**src/rtl/pc_ctrl_pkg.sv**
```systemverilog
// Shared definitions for the PC controller: bus width, instruction step and
// the fetch FSM state encoding.
package pc_ctrl_pkg;

   localparam int unsigned PC_W      = 32;
   localparam int unsigned INST_STEP = 4;

   typedef enum logic [1:0] {
      ST_INIT       = 2'd0,
      ST_FETCH      = 2'd1,
      ST_REDIR_WAIT = 2'd2
   } state_e;

endpackage : pc_ctrl_pkg

```
**src/rtl/pc_redir_mux.sv**
```systemverilog
// Redirect priority select: trap beats branch, branch beats jump.
module pc_redir_mux #(
   parameter int unsigned PC_WIDTH = 32
) (
   input  logic                trap_valid_i,
   input  logic [PC_WIDTH-1:0] trap_vector_i,
   input  logic                br_taken_i,
   input  logic [PC_WIDTH-1:0] br_target_i,
   input  logic                jmp_valid_i,
   input  logic [PC_WIDTH-1:0] jmp_target_i,
   output logic                redir_o,
   output logic [PC_WIDTH-1:0] redir_tgt_o
);

   always_comb begin
      // NOTE: every output gets a default before the ifs, so no latch is inferred.
      redir_o     = trap_valid_i | br_taken_i | jmp_valid_i;
      redir_tgt_o = jmp_target_i;
      if (br_taken_i)   redir_tgt_o = br_target_i;
      if (trap_valid_i) redir_tgt_o = trap_vector_i;
   end

endmodule : pc_redir_mux

```
**src/rtl/pc_ctrl.sv**
```systemverilog
// Next-PC and fetch-request control: sequential stepping, prioritized redirects
// and redirects that arrive while an instruction fetch is still outstanding.
module pc_ctrl
   import pc_ctrl_pkg::*;
#(
   parameter int unsigned          PC_WIDTH = PC_W,
   parameter logic [PC_WIDTH-1:0]  RESET_PC = '0
) (
   input  logic                clk,
   input  logic                rst_n,
   input  logic [PC_WIDTH-1:0] pc_i,
   output logic [PC_WIDTH-1:0] pc_next_o,
   output logic                pc_stall_o,
   input  logic                stall_i,
   input  logic                trap_valid_i,
   input  logic [PC_WIDTH-1:0] trap_vector_i,
   input  logic                br_taken_i,
   input  logic [PC_WIDTH-1:0] br_target_i,
   input  logic                jmp_valid_i,
   input  logic [PC_WIDTH-1:0] jmp_target_i,
   output logic                ifu_req_o,
   output logic [PC_WIDTH-1:0] ifu_addr_o,
   input  logic                ifu_ack_i,
   output logic                inst_valid_o,
   output logic                flush_o
);

   // The first fetch address must be instruction aligned.
   if (RESET_PC[1:0] != 2'b00) begin : g_bad_reset_pc
      $error("pc_ctrl: RESET_PC must be 4-byte aligned");
   end

   state_e              state_q, state_d;
   logic [PC_WIDTH-1:0] pend_q, pend_d;
   logic                redir;
   logic [PC_WIDTH-1:0] redir_tgt;
   logic [PC_WIDTH-1:0] pc_seq;

   pc_redir_mux #(.PC_WIDTH(PC_WIDTH)) u_redir_mux (
      .trap_valid_i (trap_valid_i),
      .trap_vector_i(trap_vector_i),
      .br_taken_i   (br_taken_i),
      .br_target_i  (br_target_i),
      .jmp_valid_i  (jmp_valid_i),
      .jmp_target_i (jmp_target_i),
      .redir_o      (redir),
      .redir_tgt_o  (redir_tgt)
   );

   assign pc_seq     = pc_i + PC_WIDTH'(INST_STEP);
   assign ifu_addr_o = pc_i;

   always_comb begin
      state_d      = state_q;
      pend_d       = pend_q;
      pc_next_o    = pc_seq;
      pc_stall_o   = 1'b1;
      inst_valid_o = 1'b0;
      flush_o      = 1'b0;
      ifu_req_o    = 1'b0;
      // While reset is held every output sits at its idle value, whatever the inputs do.
      if (rst_n) begin
         unique case (state_q)
            ST_INIT: begin
               state_d = ST_FETCH;
               if (redir) begin
                  pc_next_o  = redir_tgt;
                  pc_stall_o = 1'b0;
                  flush_o    = 1'b1;
               end
            end
            ST_FETCH: begin
               ifu_req_o = 1'b1;
               if (redir) begin
                  flush_o = 1'b1;
                  if (ifu_ack_i) begin
                     pc_next_o  = redir_tgt;
                     pc_stall_o = 1'b0;
                  end else begin
                     // Address must stay put until the outstanding fetch completes.
                     pend_d  = redir_tgt;
                     state_d = ST_REDIR_WAIT;
                  end
               end else if (ifu_ack_i && !stall_i) begin
                  pc_stall_o   = 1'b0;
                  inst_valid_o = 1'b1;
               end
            end
            ST_REDIR_WAIT: begin
               ifu_req_o = 1'b1;
               flush_o   = redir;
               if (redir) pend_d = redir_tgt;
               if (ifu_ack_i) begin
                  pc_next_o  = redir ? redir_tgt : pend_q;
                  pc_stall_o = 1'b0;
                  state_d    = ST_FETCH;
               end
            end
            default: state_d = ST_INIT;
         endcase
      end
   end

   // NOTE: asynchronous reset is in the sensitivity list so it acts without a clock edge.
   always_ff @(posedge clk or negedge rst_n) begin
      if (!rst_n) begin
         state_q <= ST_INIT;
         pend_q  <= '0;
      end else begin
         // NOTE: non-blocking assignments keep every flop sampling pre-edge values.
         state_q <= state_d;
         pend_q  <= pend_d;
      end
   end

endmodule : pc_ctrl

```
**config.mk**
```make
export PLATFORM = sky130hd
export DESIGN_NAME = pc_ctrl
export DESIGN_NICKNAME = d
export VERILOG_FILES = /design/src/rtl/pc_ctrl_pkg.sv /design/src/rtl/pc_redir_mux.sv /design/src/rtl/pc_ctrl.sv
export SDC_FILE = /design/constraint.sdc
export NUM_CORES = 1
export LEC_CHECK = 0
export BUFFER_PORTS_ARGS = -buffer_cell sky130_fd_sc_hd__clkbuf_2
export CELL_PAD_IN_SITES_DETAIL_PLACEMENT = 1
export CELL_PAD_IN_SITES_GLOBAL_PLACEMENT = 1
export CORE_AREA = 3 3 83 144
export CTS_CLUSTER_SIZE = 28
export DETAILED_ROUTE_END_ITERATION = 10
export DIE_AREA = 0 0 86 147
export PLACE_DENSITY = 0.84
export SLEW_MARGIN = 20
export SYNTH_ARGS = -nofsm -noshare
export SYNTH_HDL_FRONTEND = slang
export SYNTH_SLANG_ARGS = --single-unit
```
**constraint.sdc**
```tcl
create_clock -name clk -period 3.9 [get_ports clk]
set_clock_uncertainty 0.05 [all_clocks]
set_input_delay 0.39 -clock clk [delete_from_list [all_inputs] [get_ports clk]]
set_output_delay 0.39 -clock clk [all_outputs]
set_load 0.02 [all_outputs]
```
==> out/summary.txt <==
DRC = 0
asr flop ratio synth = 100.0%
antenna violations before repair = 0
Crit. End Element = output port
outcome = complete, no violations
DR iter-0 viols = 92
drt pass-1 iters = 4
fin worst setup slack = 0.8770 ns
FP Rows = 50
global route overflow = 0
wirelength, routed = 13.91 mm
Vias/cell = 5.483
post-CTS setup buffers = 0
Synth Area per Inst = 8.373 µm²
PostCTS Resize Cnt = 0
Antenna Cells = 0
clock buffer depth = 2
Max FO, Critical Path = 15
cells after synthesis = 438
Final Non-Filler Cells = 722
unrepaired setup endpoints after global routing = false
final instance area = 4634 µm²
Critical path buffers and inverters = 3
Final setup viols = 0
gp weighted congestion = 0.8273
io pins = 203
first-pass GRT wire length = 21.65 mm
CP Cell Sequence = inv_1 -> ha_1 -> nor2_1 -> o221a_1 -> buf_4 -> o22ai_1 -> clkbuf_2
placed instance area = 4469 µm²
Post-CTS Hold Fix Bufs = 0
Die W = 86 µm
FMAX = 330.8 MHz
final-report max-slew violation count = 0
critical path arrival = 2.58 ns
Post-synth EDFFs = 0
Clock transition at path regs = 0.06 ns
total track usage = 21.44%
critical path's top delay family = compound AO/OA/AOI/OAI gates
r2r setup slk = 1.26 ns
Avg WL per Cell = 19.27 µm
PortBufs = 202
nets = 731
slowest CP cell = o221a_1
TritonCTS clock tree = yes
pwr dens = 517.1 nW/µm²
core area = 10820 µm²
yosys warns = 0
MaxCap Viol Count = 0
ANT nets after route = 0
vias in the first global route = 4406
ys flop type = dfrtp_1
clock root buffer = clkbuf_16
fin crit share = 77.51%
Synthesized Nets = 578
area grow syn2layout = 26.37%
synth top area cells = dfrtp_1, mux2i_1, mux2_2
Tmin final = 3.023 ns
Worst VDD drop = 0.0004295 V
H-tree levels = 2
clk_lat worst skew = 0.27 ns
CTS Buf Count = 5
sequential share of the synthesized area = 23.20%
top cell type's share of synthesized area = 23.20%
layout cells sized above 1 = 45.27%
number of library cell types mapped by synthesis = 50
Setup WS pre-CTS = 1.040 ns
largest stage delay on the critical path = 0.67 ns
WS Path Type = reg2out
Max-slew headroom = 38.08%
Via Count = 3959
Pleak = 0.002261 µW
Final Hold Vio Count = 0
Critical Path Source Type = register
HPWL after DPL = 11.33 mm
die height = 147 µm
Worst-Margin Slew = 0.9254 ns
largest net degree at the start of global routing = 41
clock sinks = 34
Synth Register Bits = 34
area leader, netlist = dfrtp_1
Inst Count DP = 714
Layout Utilization = 42.82%
initial core utilization = 33.88%
WP data required = 3.46 ns
die area = 12640 µm²
setup TNS = 0 ns
synthesized area = 3667 µm²
class of the worst hold path = in2async
cell type report:
class | count | area [µm²]
multi-input cells | 336 | 2374
clock buffers | 5 | 125.1
inverters | 5 | 18.77
repair buffers | 209 | 1064
well taps | 130 | 162.7
clock inverters | 3 | 40.04
fillers | 1377 | 6188
flip-flops and latches | 34 | 850.8
Yosys cell counts (12+ instances only):
library cell	instances
nor2_1	35
mux2i_1	32
xor2_1	16
o21ai_0	25
buf_2	15
a21oi_1	29
xnor2_1	12
dfrtp_1	34
nand2_1	46
o22ai_1	20
buf_4	35
mux2_2	28
sequential cells by signal, summed over array words and instances, names as in the netlist:
register and flops:
pend_q 32, state_q 2
per-layer routing:
layer,track usage [%],up-vias,wire length (µm)
met1,21.40,1930,4781
met5,0,-,0
met4,10.30,0,583
met2,41.73,138,7896
met3,2.862,40,651
li1,-,1851,-
worst register-to-register path, stage by stage (launching register included):
cell	delay, ns
dfrtp_1	0.41
inv_1	0.09
ha_1	0.29
nor2_1	0.11
nand4b_2	0.83
buf_4	0.53
nand2_1	0.11
o21ai_0	0.09
power breakdown:
group	total, µW	leakage (µW)	internal [µW]	switching, µW
combinational	1330	0.00176	477	851
sequential	618	0.000422	522	95.4
clock	451	0.0000836	299	152
stage by stage:
stage               power [µW]  hold slack [ns]
finish                    2397           0.2471
global route              2581           0.2917
CTS                       2418           0.2652
detailed placement        1959           0.4264
global placement          1877           0.4124
floorplan                 1549          0.04441
final timing paths:
| check | endpoint | cells past startpoint | from |
|---|---|---|---|
| max | pc_next_o[25] | 7 | state_q[0] |
| max in group asynchronous | pend_q[28] | 2 | rst_n |
| max reg2reg | pend_q[12] | 7 | state_q[1] |
| min reg2reg | pend_q[19] | 2 | pend_q[19] |
| min | pend_q[26] | 2 | rst_n |
| min in group clk | pend_q[6] | 3 | trap_vector_i[6] |
cell families after synthesis:
kind of cell,Yosys count,synth area share (%)
XOR/XNOR,28,6.687
flip-flops,34,23.20
AO/OA/AOI/OAI,110,19.14
AND/OR/NAND/NOR,131,19.24
adder cells (fa/ha/maj),5,1.706
multiplexers,62,17.95
buffers and inverters,68,12.08
layout by cell type, fill, tap and decap left out, types with 7 or more instances in the layout:
cell type,synthesis,layout
mux2_2,28,28
nor2_1,35,35
o21ai_1,11,11
nand2_1,46,46
o22ai_1,20,20
o22ai_2,7,7
a21oi_1,29,29
mux2i_1,32,32
o21ai_0,25,25
nand4_1,7,7
xor2_1,16,16
nand3_1,11,11
buf_4,35,7
xnor2_1,12,12
clkbuf_2,0,202
dfrtp_1,34,34
(Power assumes the default switching activity.)
